$ cat src/rtl/matrix_row_loader_if.sv
// Row-loader bus: element stream in (valid/ready) and the row-write port out to matrix_buffer.
// The master modport is the loader side and the slave modport is the environment side (DDR feed plus buffer).
interface matrix_row_loader_if #(
  parameter int INPUT_WIDTH = 8,
  parameter int MATRIX_SIZE = 3
);
  logic                               in_valid;
  logic [INPUT_WIDTH-1:0]             in_data;
  logic                               in_ready;
  logic                               buf_read_EN;
  logic                               K_V_write_EN;
  logic                               K_V_sel;
  logic [INPUT_WIDTH*MATRIX_SIZE-1:0] MATRIX_INPUT;

  modport master (
    input  in_valid, in_data, buf_read_EN,
    output in_ready, K_V_write_EN, K_V_sel, MATRIX_INPUT
  );

  modport slave (
    output in_valid, in_data, buf_read_EN,
    input  in_ready, K_V_write_EN, K_V_sel, MATRIX_INPUT
  );
endinterface

$ cat src/rtl/matrix_row_loader.sv
// matrix_row_loader: packs a serial stream of signed elements into rows and writes
// MATRIX_SIZE rows into matrix_buffer for each start command.
// A row write is held off while the buffer is reading, because a read wins inside the buffer.
module matrix_row_loader #(
  parameter int INPUT_WIDTH = 8,
  parameter int MATRIX_SIZE = 3
) (
  input  logic                clk,
  input  logic                reset,
  input  logic                start,
  input  logic                sel,
  matrix_row_loader_if.master bus,
  output logic                busy,
  output logic                done
);

  localparam int ROW_W = INPUT_WIDTH * MATRIX_SIZE;
  localparam int CNT_W = $clog2(MATRIX_SIZE + 1);
  localparam logic [CNT_W-1:0] LAST = CNT_W'(MATRIX_SIZE - 1);

  typedef enum logic [1:0] {IDLE, PACK, WRITE, DONE} state_t;

  state_t             state_q, state_d;
  logic [CNT_W-1:0]   elem_cnt_q, elem_cnt_d;
  logic [CNT_W-1:0]   row_cnt_q, row_cnt_d;
  logic               sel_q, sel_d;
  logic [ROW_W-1:0]   row_q, row_d;        // row under construction
  logic [ROW_W-1:0]   out_row_q, out_row_d; // row presented to the buffer
  logic               kv_sel_q, kv_sel_d;
  logic               busy_q, done_q;
  logic [ROW_W-1:0]   pack_row;
  logic               in_ready_c;
  logic               wr_en_c;

  // Drop the incoming element into its lane; element 0 sits in the most significant lane.
  for (genvar gi = 0; gi < MATRIX_SIZE; gi++) begin : g_lane
    localparam int HI = (MATRIX_SIZE - gi) * INPUT_WIDTH - 1;
    assign pack_row[HI -: INPUT_WIDTH] =
      (elem_cnt_q == CNT_W'(gi)) ? bus.in_data : row_q[HI -: INPUT_WIDTH];
  end

  // Next-state and datapath decode; ready and the strobe are decoded from the current state.
  always_comb begin
    state_d    = state_q;
    elem_cnt_d = elem_cnt_q;
    row_cnt_d  = row_cnt_q;
    sel_d      = sel_q;
    row_d      = row_q;
    out_row_d  = out_row_q;
    kv_sel_d   = kv_sel_q;
    in_ready_c = 1'b0;
    wr_en_c    = 1'b0;

    unique case (state_q)
      IDLE: begin
        if (start) begin
          sel_d      = sel;
          elem_cnt_d = '0;
          row_cnt_d  = '0;
          state_d    = PACK;
        end
      end
      PACK: begin
        in_ready_c = 1'b1;
        if (bus.in_valid) begin
          row_d = pack_row;
          if (elem_cnt_q == LAST) begin
            // Full row: hand it to the output register so it is stable for the strobe.
            elem_cnt_d = '0;
            out_row_d  = pack_row;
            kv_sel_d   = sel_q;
            state_d    = WRITE;
          end else begin
            elem_cnt_d = elem_cnt_q + CNT_W'(1);
          end
        end
      end
      WRITE: begin
        // The strobe is qualified by the live read flag so it can never land on a buffer read.
        if (!bus.buf_read_EN) begin
          wr_en_c   = 1'b1;
          row_cnt_d = row_cnt_q + CNT_W'(1);
          state_d   = (row_cnt_q == LAST) ? DONE : PACK;
        end
      end
      DONE: begin
        state_d = IDLE;
      end
      default: begin
        state_d = IDLE;
      end
    endcase
  end

  // State and datapath registers; reset discards any partial row and clears all outputs.
  always_ff @(posedge clk) begin
    if (reset) begin
      state_q    <= IDLE;
      elem_cnt_q <= '0;
      row_cnt_q  <= '0;
      sel_q      <= 1'b0;
      row_q      <= '0;
      out_row_q  <= '0;
      kv_sel_q   <= 1'b0;
      busy_q     <= 1'b0;
      done_q     <= 1'b0;
    end else begin
      state_q    <= state_d;
      elem_cnt_q <= elem_cnt_d;
      row_cnt_q  <= row_cnt_d;
      sel_q      <= sel_d;
      row_q      <= row_d;
      out_row_q  <= out_row_d;
      kv_sel_q   <= kv_sel_d;
      busy_q     <= (state_d != IDLE);
      done_q     <= (state_d == DONE);
    end
  end

  assign bus.in_ready     = in_ready_c;
  assign bus.K_V_write_EN = wr_en_c;
  assign bus.K_V_sel      = kv_sel_q;
  assign bus.MATRIX_INPUT = out_row_q;
  assign busy             = busy_q;
  assign done             = done_q;

endmodule
$ cat src/flat_wrapper.sv
// flat-port wrapper written by rule: the top's interface ports become plain ports
module matrix_row_loader_flat 
#(
  parameter int INPUT_WIDTH = 8,
  parameter int MATRIX_SIZE = 3
)
  (clk, reset, start, sel, busy, done, bus_in_valid, bus_in_data, bus_buf_read_EN, bus_in_ready, bus_K_V_write_EN, bus_K_V_sel, bus_MATRIX_INPUT);
  matrix_row_loader_if #(.INPUT_WIDTH(INPUT_WIDTH), .MATRIX_SIZE(MATRIX_SIZE)) bus_i ();
  input  logic clk;
  input  logic reset;
  input  logic start;
  input  logic sel;
  output logic busy;
  output logic done;
  input wire logic [$bits(bus_i.in_valid)-1:0] bus_in_valid;
  input wire logic [$bits(bus_i.in_data)-1:0] bus_in_data;
  input wire logic [$bits(bus_i.buf_read_EN)-1:0] bus_buf_read_EN;
  output wire logic [$bits(bus_i.in_ready)-1:0] bus_in_ready;
  output wire logic [$bits(bus_i.K_V_write_EN)-1:0] bus_K_V_write_EN;
  output wire logic [$bits(bus_i.K_V_sel)-1:0] bus_K_V_sel;
  output wire logic [$bits(bus_i.MATRIX_INPUT)-1:0] bus_MATRIX_INPUT;
  assign bus_i.in_valid = bus_in_valid;
  assign bus_i.in_data = bus_in_data;
  assign bus_i.buf_read_EN = bus_buf_read_EN;
  assign bus_in_ready = bus_i.in_ready;
  assign bus_K_V_write_EN = bus_i.K_V_write_EN;
  assign bus_K_V_sel = bus_i.K_V_sel;
  assign bus_MATRIX_INPUT = bus_i.MATRIX_INPUT;
  matrix_row_loader #(.INPUT_WIDTH(INPUT_WIDTH), .MATRIX_SIZE(MATRIX_SIZE)) u_core (.clk(clk), .reset(reset), .start(start), .sel(sel), .bus(bus_i), .busy(busy), .done(done));
endmodule
$ cat config.mk
export PLATFORM = sky130hd
export DESIGN_NAME = matrix_row_loader_flat
export DESIGN_NICKNAME = d
export VERILOG_FILES = /design/src/rtl/matrix_row_loader_if.sv /design/src/rtl/matrix_row_loader.sv /design/src/flat_wrapper.sv
export SDC_FILE = /design/constraint.sdc
export NUM_CORES = 1
export LEC_CHECK = 0
export ABC_AREA = 1
export BUFFER_PORTS_ARGS = -buffer_cell sky130_fd_sc_hd__buf_2
export CORE_ASPECT_RATIO = 0.9
export CORE_MARGIN = 3
export CORE_UTILIZATION = 35
export DETAILED_ROUTE_END_ITERATION = 6
export GPL_TIMING_DRIVEN = 0
export PLACE_DENSITY_LB_ADDON = 0.1
export SLEW_MARGIN = 25
export SYNTH_ARGS = -nofsm -noshare
export SYNTH_HDL_FRONTEND = slang
export SYNTH_SLANG_ARGS = --single-unit
$ cat constraint.sdc
create_clock -name clk -period 2.6 [get_ports clk]
set_input_delay 0.26 -clock clk [delete_from_list [all_inputs] [get_ports clk]]
set_output_delay 0.26 -clock clk [all_outputs]
set_load 0.02 [all_outputs]
==> results of run 1 <==
## state kept, by name, indices dropped and copies added (netlist names)
signal / count
u_core.busy: 1
u_core.elem_cnt_q: 2
u_core.state_q: 2
u_core.row_cnt_q: 2
u_core.sel_q: 1
u_core.done: 1
u_core.bus.MATRIX_INPUT: 24
u_core.bus.K_V_sel: 1
u_core.row_q: 16
## power breakdown
| group | switching, mW | internal (mW) |
|---|---|---|
| combinational | 0.187 | 0.0928 |
| clock | 0.262 | 0.215 |
| sequential | 0.0177 | 0.803 |
## per-layer routing
metal	track usage	wire, um	vias up
met3	0.0335	211	9
met2	0.257	2560	34
li1	-	-	1165
met4	0.0466	87	0
met5	0	0	-
met1	0.215	2880	986
## kinds of logic (layout without fill, tap and decap cells)
logic type / after synthesis / in the layout / share of synthesized area
AO/OA/AOI/OAI: 43 / 43 / 0.0937
adder cells (fa/ha/maj): 1 / 1 / 0.00545
buffers and inverters: 58 / 108 / 0.112
flip-flops: 50 / 50 / 0.436
AND/OR/NAND/NOR: 200 / 200 / 0.353
## path summary, 6_finish.rpt
check / cells after the start / end / slack [ns] / start
max: 5 / bus_K_V_write_EN / 1.08 / u_core.state_q[1]
min: 3 / u_core.sel_q / 0.17 / sel
max reg2reg: 5 / u_core.row_q[21] / 1.22 / u_core.elem_cnt_q[0]
min reg2reg: 2 / u_core.bus.MATRIX_INPUT[2] / 0.48 / u_core.bus.MATRIX_INPUT[2]
## cell type report
class	instances	share of cell area
plain buffers	18	0.0397
clock buffers	7	0.0319
clock inverters	1	0.00185
inverters	40	0.0555
multi-input cells	244	0.384
flip-flops and latches	50	0.370
well taps	87	0.0402
repair buffers	42	0.0776
## per-stage QoR
stage               instances  setup slack [ns]  cell area [sq um]
floorplan                 352              1.45               2300
global placement          481              1.24               2620
detailed placement        481              1.25               2620
CTS                       489              1.06               2710
global route              489             0.936               2710
finish                    489              1.08               2710
## critical path, delay by kind of cell, from the launching register on
kind          cells  cell delay [ns]
flops             1             0.37
buf+inv           3             0.30
simple gates      2             0.29
## cells in the final DEF (no fill, tap or decap), drive strengths merged
cell,Yosys,final
clkinv,0,1
ha,1,1
nand2,103,103
inv,40,40
nor2,81,81
o21ai,25,25
dfxtp,50,50
a21oi,18,18
clkbuf,3,10
nand3,16,16
buf,15,57
==> flow_summary.yaml, run 1 <==
clock_network:
  ctsHoldBuffers: 0
  clk_pin_slew_ns: 0.09
  clock-root-buffer: "clkbuf_8"
  clockBufferDepth: 2
  cts_sinks: 50
  cts_resized: 0
  clk_latency_ns: 0.31
  htree_num_levels: 2
  numCtsBuffers: 5
  tritoncts: "yes"
  cts_setup_buffers: 0
cells_and_area:
  final_core_util: 0.433
  seq_area_sq_um: 1000
  drive_gt1_frac: 0.192
  fillers: 690
  fin_nets: 416
  area_delta_synth_final_pct: 17.9
  antenna_cells: 0
  multi_input_area_sq_um: 1040
drt:
  antenna_left: 0
  drc_errors: 0
  wl_per_cell_um: 11.7
  vias_per_cell: 4.49
  routed_wl_mm: 5.74
  drtIter0Drc: 100
  via_count: 2194
  firstDrtPassIters: 4
floorplan:
  die_w_um: 91.4
  io_pins: 43
  core_region_area_sq_um: 6250
  initial_core_util: 0.368
  die-area_sq_um: 7570
  die_h_um: 82.9
  rows: 27
synth:
  synth_top_area_cell: "dfxtp_1"
  synth-edff-count: 0
  yosysWarnings: 0
  yosys_most_used_dff: "dfxtp_1"
  async_reset_ff_frac: 0
  syn_area_sq_um: 2300
  syn_area_per_cell_sq_um: 6.53
  yosysUniqueCellTypes: 17
  synth.area.top_cells: "dfxtp_1, nand2_1, nor2_1, inv_1, o21ai_0"
  synth_most_common_cell: "nand2_1"
  ys_ff_latch: 50
  synth_top_area_frac: 0.436
  syn-num-nets: 367
  synthTopCellsByCount: "nand2_1, nor2_1, dfxtp_1"
  synthCells: 352
  yosysSeqAreaShare: 0.436
worst_setup_path:
  crit_required_ns: 2.34
  worstSetupPathType: "reg -> out"
  cp_max_fo: 7
  cp-start-kind: "register"
  path_cells: "inv_2, nor2_1, nand2_1, inv_1, buf_2"
  max_stage_delay_ns: 0.37
  critical-path-slowest-cell: "dfxtp_1"
  worstPathArrival_ns: 1.26
  crit_path_end_kind: "output pin"
timing:
  rsz0062_at_grt: "false"
  slew_headroom: 0.682
  fin_crit_sh: 0.585
  fin_hold_ws_ns: 0.172
  hold_viol_final: 0
  setup_viol: 0
  min_period_ns: 1.52
  clock_skew_ns: 0.00864
  max_freq_mhz: 657
  worst_pin_slew_ns: 0.477
  setup-tns-final_ns: 0
  slew_viol_final: 0
flow_run:
  drv_cap: 0
placed_design:
  dp_hpwl_mm: 4.19
  io_buffers: 42
  routabilityCongestion: 0.750
global_route:
  overflow: 0
  antenna_found_initial: 0
  grt_max_degree: 15
  grt_pass1_vias: 2083
  grt_first_pass_wirelength_mm: 9.87
  track_usage: 0.160
status:
  outcome: "finished, final reports clean"
power_and_ir_drop:
  leakagePower_nw: 1.39
  ir_worst_vdd_uv: 237
  power_density_nw_per_um2: 583
  p_total_mw: 1.58
hold_path:
  min_path_type: "in -> reg"
Note: power is estimated with default switching activity, not from simulation.
==> run 2: changes to the inputs <==
--- a/config.mk
+++ b/config.mk
@@ -5,7 +5,7 @@
 export SDC_FILE = /design/constraint.sdc
 export NUM_CORES = 1
 export LEC_CHECK = 0
-export ABC_AREA = 1
+export ABC_AREA = 0
 export BUFFER_PORTS_ARGS = -buffer_cell sky130_fd_sc_hd__buf_2
 export CORE_ASPECT_RATIO = 0.9
 export CORE_MARGIN = 3
==> constraint.sdc (replaced) <==
create_clock -name clk -period 1.5 [get_ports clk]
set_input_delay 0.15 -clock clk [delete_from_list [all_inputs] [get_ports clk]]
set_output_delay 0.15 -clock clk [all_outputs]
set_load 0.02 [all_outputs]
==> run 2 against run 1 <==
  * Synthesized cell count is 42% lower
  * Cell count is 34% lower
  * Combinational power fell by 39%
  * Largest power group unchanged
  * Critical path type is now reg -> reg
  * First-iteration DRC count decreased by 41%
  * Power is 61% higher
  * Sequential share of layout area is 4.0 points higher
  * Via count shrank 27%
  * Worst setup slack worse by 0.98 ns
  * Synthesized area shrank 12%
  * Die area down 11%
  * Non-clock buffer count down 2
==> flow_summary.yaml, run 2 <==
drt:
  vias_per_cell: 4.96
  via_count: 1593
  antenna_left: 0
  routed_wl_mm: 4.56
  drtIter0Drc: 59
  wl_per_cell_um: 14.2
  drc_errors: 0
  firstDrtPassIters: 4
timing:
  slew_headroom: 0.666
  max_freq_mhz: 713
  worst_pin_slew_ns: 0.501
  clock_skew_ns: 0.00765
  fin_crit_sh: 0.934
  rsz0062_at_grt: "false"
  slew_viol_final: 0
  setup_viol: 0
  setup-tns-final_ns: 0
  min_period_ns: 1.40
  hold_viol_final: 0
synth:
  synth_fa_ha_area_frac: 0.00621
  muxShareOfSynthArea: 0.0894
  synth_top_area_cell: "dfxtp_1"
  synthXorXnorAreaFrac: 0
  yosys_most_used_dff: "dfxtp_1"
  syn-num-nets: 220
  yosysWarnings: 0
  synth_compound_gate_area_share: 0.135
  synth-edff-count: 0
  ys_ff_latch: 50
  synth_simple_gate_area_share: 0.222
  synth_top_area_frac: 0.497
  synthTopCellsByCount: "dfxtp_1, nand2b_1, mux2i_1"
  synth_most_common_cell: "dfxtp_1"
  synthCells: 205
  async_reset_ff_frac: 0
  yosysUniqueCellTypes: 33
  synth_top_family_by_area: "simple AND/OR/NAND/NOR gates"
  synth.area.top_cells: "dfxtp_1, mux2i_1, nand2b_1, a31o_2, nor3_1"
  yosysSeqAreaShare: 0.497
  syn_area_sq_um: 2010
  syn_area_per_cell_sq_um: 9.83
clock_network:
  cts_setup_buffers: 0
  numCtsBuffers: 5
  clk_latency_ns: 0.30
  ctsHoldBuffers: 0
  clock-root-buffer: "clkbuf_8"
  clk_pin_slew_ns: 0.09
  clockBufferDepth: 2
  tritoncts: "yes"
  cts_sinks: 50
  htree_num_levels: 2
power_and_ir_drop:
  sw_frac_of_total: 0.224
  ir_worst_vdd_uv: 517
  p_clk_frac: 0.397
  leakagePower_nw: 1.06
  power_density_nw_per_um2: 1030
  p_switching_mw: 0.568
  intPower_mw: 1.96
  seqPwrFrac: 0.535
  p_comb_frac: 0.068
global_route:
  grt.busiest_layer: "met2"
  met2_usage: 0.210
  track_usage: 0.145
  grt_max_degree: 17
  antenna_found_initial: 0
  overflow: 0
  grt_first_pass_wirelength_mm: 7.78
  grt_pass1_vias: 1561
  grtUsageMet1: 0.209
  grt_use_met3: 0.0393
placed_design:
  dpl_cell_area_sq_um: 2310
  dp_hpwl_mm: 3.30
  io_buffers: 42
  routabilityCongestion: 0.702
hold_path:
  min-delay-start: "sel"
  whs_path_depth: 3
  min_path_type: "in -> reg"
flow_run:
  drv_cap: 0
cells_and_area:
  area_delta_synth_final_pct: 21.6
  antenna_cells: 0
  largest_reg_flops: 24
  fin_nets: 268
  final_common_cell: "dfxtp_1"
  fin_area_sq_um: 2450
  most-common-layout-cells: "dfxtp_1, buf_2, nand2b_1"
  drive_gt1_frac: 0.323
floorplan:
  die_w_um: 86.0
  die_h_um: 78.0
  rows: 25
  core_region_area_sq_um: 5410
  initial_core_util: 0.372
  die-area_sq_um: 6700
  io_pins: 43
worst_setup_path:
  cp-startpoint: "u_core.state_q[1]"
  worstSetupPathType: "reg -> reg"
  crit_required_ns: 1.69
  worstPathArrival_ns: 1.59
  crit_path_end_kind: "register"
  cp_max_fo: 10
  r2r_cells: 5
  reg2reg_from: "u_core.state_q[1]"
  cp-start-kind: "register"
status:
  outcome: "finished, final reports clean"
## run 2: changes by cell type in the layout (fill, tap and decap cells not counted), sizes merged, moves of 16 or more
cell / previous run / this run
nand2: 103 / 11
nand2b: 0 / 26
a31o: 0 / 16
inv: 40 / 3
nor3: 0 / 17
nor2: 81 / 5
mux2i: 0 / 18
## run 2: critical path: stages, from the launching register on
cell	delay, ns
dfxtp_1	0.32
buf_6	0.13
nand3b_4	0.21
or3_4	0.35
buf_6	0.16
mux2i_1	0.12
## run 2: power groups by stage
stage | Combinational (mW) | Sequential [mW] | Clock, mW
2_1_floorplan | 0.108 | 1.39 | 0
3_5_place_dp | 0.170 | 1.39 | 0
4_1_cts | 0.172 | 1.35 | 1.04
3_3_place_gp | 0.170 | 1.38 | 0
5_1_grt | 0.192 | 1.36 | 1.09
6_report | 0.172 | 1.35 | 1.01
## run 2: repair_timing
action	in CTS	in global routing
endpoints found under the setup margin	8	30
resized for setup	3	7
cloned	0	0
pin swaps	0	0
## run 2: final timing paths
check	end	slack, ns
worst max-delay path	u_core.row_q[23]	0.1
worst min-delay path	u_core.sel_q	0.09
worst max register to register	u_core.row_q[23]	0.1
worst min register to register	u_core.bus.MATRIX_INPUT[7]	0.46
## run 2: area by class of cell
type	instances	area (sq um)
clock buffers	6	82.6
fillers	553	2960
inverters	3	11.3
well taps	67	83.8
multi-input cells	135	923
clock inverters	2	38.8
flip-flops and latches	50	1000
repair buffers	42	210
plain buffers	16	96.3
## run 2: cells by family after synthesis
family | Yosys count
AO/OA/AOI/OAI | 38
adder cells (fa/ha/maj) | 1
buffers and inverters | 20
flip-flops | 50
multiplexers | 18
AND/OR/NAND/NOR | 78
## run 2: per-layer routing
layer / share of wire / up-vias
li1: - / 815
met1: 0.53 / 739
met2: 0.41 / 37
met3: 0.050 / 2
met4: 0.0059 / 0
met5: 0 / -
## run 2: per-stage QoR
stage               hold WS, ns   util  worst slack, ns  total power, mW  std cells
finish                   0.0870  0.452           0.0984             2.53        321
global placement          0.389  0.427          -0.0368             1.56        314
global route             0.0946  0.452          0.00378             2.64        321
detailed placement        0.398  0.427          -0.0417             1.56        314
floorplan                 0.297      -            0.162             1.49        205
CTS                      0.0905  0.451           0.0232             2.56        322
==> run 3: changes to the inputs <==
--- a/config.mk
+++ b/config.mk
@@ -11,8 +11,8 @@
 export CORE_MARGIN = 3
 export CORE_UTILIZATION = 35
 export DETAILED_ROUTE_END_ITERATION = 6
-export GPL_TIMING_DRIVEN = 0
-export PLACE_DENSITY_LB_ADDON = 0.1
+export PLACE_DENSITY_LB_ADDON = 0.25
+export RECOVER_POWER = 25
 export SLEW_MARGIN = 25
 export SYNTH_ARGS = -nofsm -noshare
 export SYNTH_HDL_FRONTEND = slang
==> run 3 against run 2 <==
  * Clock power down 25%
  * Worst setup slack got worse by 0.020 ns
  * Critical path depth shrank 1
  * Combinational power shrank 5%
  * Register-to-register slack gained 0.05 ns
  * Die area stayed put
  * Count of clock-buffer cells in the layout is the same
  * Utilization shrank 1.5 points
  * Clock skew is 0.0040 ns lower
  * Worst hold slack improved by 0.017 ns
==> flow_summary.yaml, run 3 (synthesis gave the netlist of run 2 again) <==
status:
  outcome: "finished, final reports clean"
drt:
  via_count: 1572
  wl_per_cell_um: 14.1
  drtIter0Drc: 55
  routed_wl_mm: 4.44
  firstDrtPassIters: 4
  vias_per_cell: 4.97
  drc_errors: 0
  antenna_left: 0
floorplan:
  die_w_um: 86.0
  die-area_sq_um: 6700
  initial_core_util: 0.372
  rows: 25
  die_h_um: 78.0
  io_pins: 43
  core_region_area_sq_um: 5410
timing:
  fin_crit_sh: 0.948
  max_freq_mhz: 704
  hold_viol_final: 0
  slew_headroom: 0.680
  slew_viol_final: 0
  min_period_ns: 1.42
  clock_skew_ns: 0.00366
  rsz0062_at_grt: "false"
  setup-tns-final_ns: 0
  worst_pin_slew_ns: 0.481
  setup_viol: 0
clock_network:
  tritoncts: "yes"
  clk_pin_slew_ns: 0.08
  ctsHoldBuffers: 0
  clk_latency_ns: 0.30
  cts_setup_buffers: 0
  clockBufferDepth: 2
  cts_sinks: 50
  htree_num_levels: 2
  clock-root-buffer: "clkbuf_8"
  numCtsBuffers: 5
global_route:
  grt.busiest_layer: "met2"
  grt_max_degree: 29
  track_usage: 0.139
  grt_use_met3: 0.0393
  met2_usage: 0.219
  grt_pass1_vias: 1540
  grt_first_pass_wirelength_mm: 7.40
  grtUsageMet1: 0.182
  overflow: 0
  antenna_found_initial: 0
worst_setup_path:
  worstPathArrival_ns: 1.27
  crit_path_end_kind: "output pin"
  critical-path-slowest-cell: "dfxtp_2"
  cp-start-kind: "register"
  crit_buf_inv: 2
  max_stage_delay_ns: 0.36
  path_cells: "buf_4, nand2b_1, nor2_1, buf_2"
  critPathTopFamily: "flip-flops"
  cp_max_fo: 6
  crit_required_ns: 1.35
  worstSetupPathType: "reg -> out"
  cp.depth: 4
  r2r_cells: 4
placed_design:
  dp_hpwl_mm: 3.12
  routabilityCongestion: 0.767
  dpl_cell_area_sq_um: 2300
  io_buffers: 42
cells_and_area:
  final_common_cell: "dfxtp_1"
  fin_nets: 263
  fillers: 593
  seq_area_sq_um: 1000
  largest_reg_flops: 24
  area_delta_synth_final_pct: 17.5
  drive_gt1_frac: 0.245
  antenna_cells: 0
  most-common-layout-cells: "dfxtp_1, nand2b_1, buf_2"
  multi_input_area_sq_um: 912
  fin_area_sq_um: 2370
flow_run:
  drv_cap: 0
hold_path:
  min_path_type: "in -> reg"
  whs_path_depth: 3
power_and_ir_drop:
  leakagePower_nw: 0.948
  ir_worst_vdd_uv: 547
  power_density_nw_per_um2: 963
==> run 3: repair_timing <==
item                                    in CTS  in global routing
endpoints found under the hold margin        0                  0
endpoints found under the setup margin       0                  5
resized for setup                            0                  1
==> run 3: final cells by class <==
| type | instances | area share |
|---|---|---|
| Clock buffer | 6 | 0.0307 |
| Clock inverter | 2 | 0.00582 |
| Inverter | 3 | 0.00476 |
| Multi-Input combinational cell | 135 | 0.386 |
| Sequential cell | 50 | 0.424 |
| Tap cell | 67 | 0.0354 |
| Timing Repair Buffer | 53 | 0.114 |
==> run 3: path summary, 6_finish.rpt <==
check / slack, ns / to / from
setup / recovery: 0.08 / bus_K_V_write_EN / u_core.state_q[0]
hold / removal: 0.10 / u_core.sel_q / sel
setup reg to reg: 0.15 / u_core.row_cnt_q[1] / u_core.state_q[1]
hold reg to reg: 0.46 / u_core.bus.MATRIX_INPUT[0] / u_core.bus.MATRIX_INPUT[0]
==> run 3: power by group <==
group          switching (mW)  internal (mW)
Combinational          0.0974         0.0662
Clock                   0.429          0.330
Sequential             0.0108           1.35
Total                   0.537           1.74
==> run 3: worst min-delay path, cell delays in order <==
cell and delay (ns):
buf_2 0.08, mux2i_1 0.06, nor2_1 0.08
==> run 3: routing by layer <==
metal | part of all wire | up-vias | routed length [um]
met5 | 0 | - | 0
met4 | 0.013 | 0 | 59
met3 | 0.050 | 6 | 224
met2 | 0.45 | 28 | 2000
met1 | 0.48 | 726 | 2150
li1 | - | 812 | -
==> run 3: per-stage QoR <==
| step | total power [mW] | hold slack (ns) | cells | util | setup WS, ns |
|---|---|---|---|---|---|
| 2_1_floorplan | 1.49 | 0.297 | 205 | - | 0.162 |
| 3_3_place_gp | 1.55 | 0.402 | 308 | 0.425 | 0.107 |
| 3_5_place_dp | 1.55 | 0.409 | 308 | 0.425 | 0.0943 |
| 4_1_cts | 2.32 | 0.0970 | 316 | 0.441 | 0.0312 |
| 5_1_grt | 2.39 | 0.146 | 316 | 0.437 | 0.0402 |
| 6_report | 2.28 | 0.104 | 316 | 0.437 | 0.0786 |
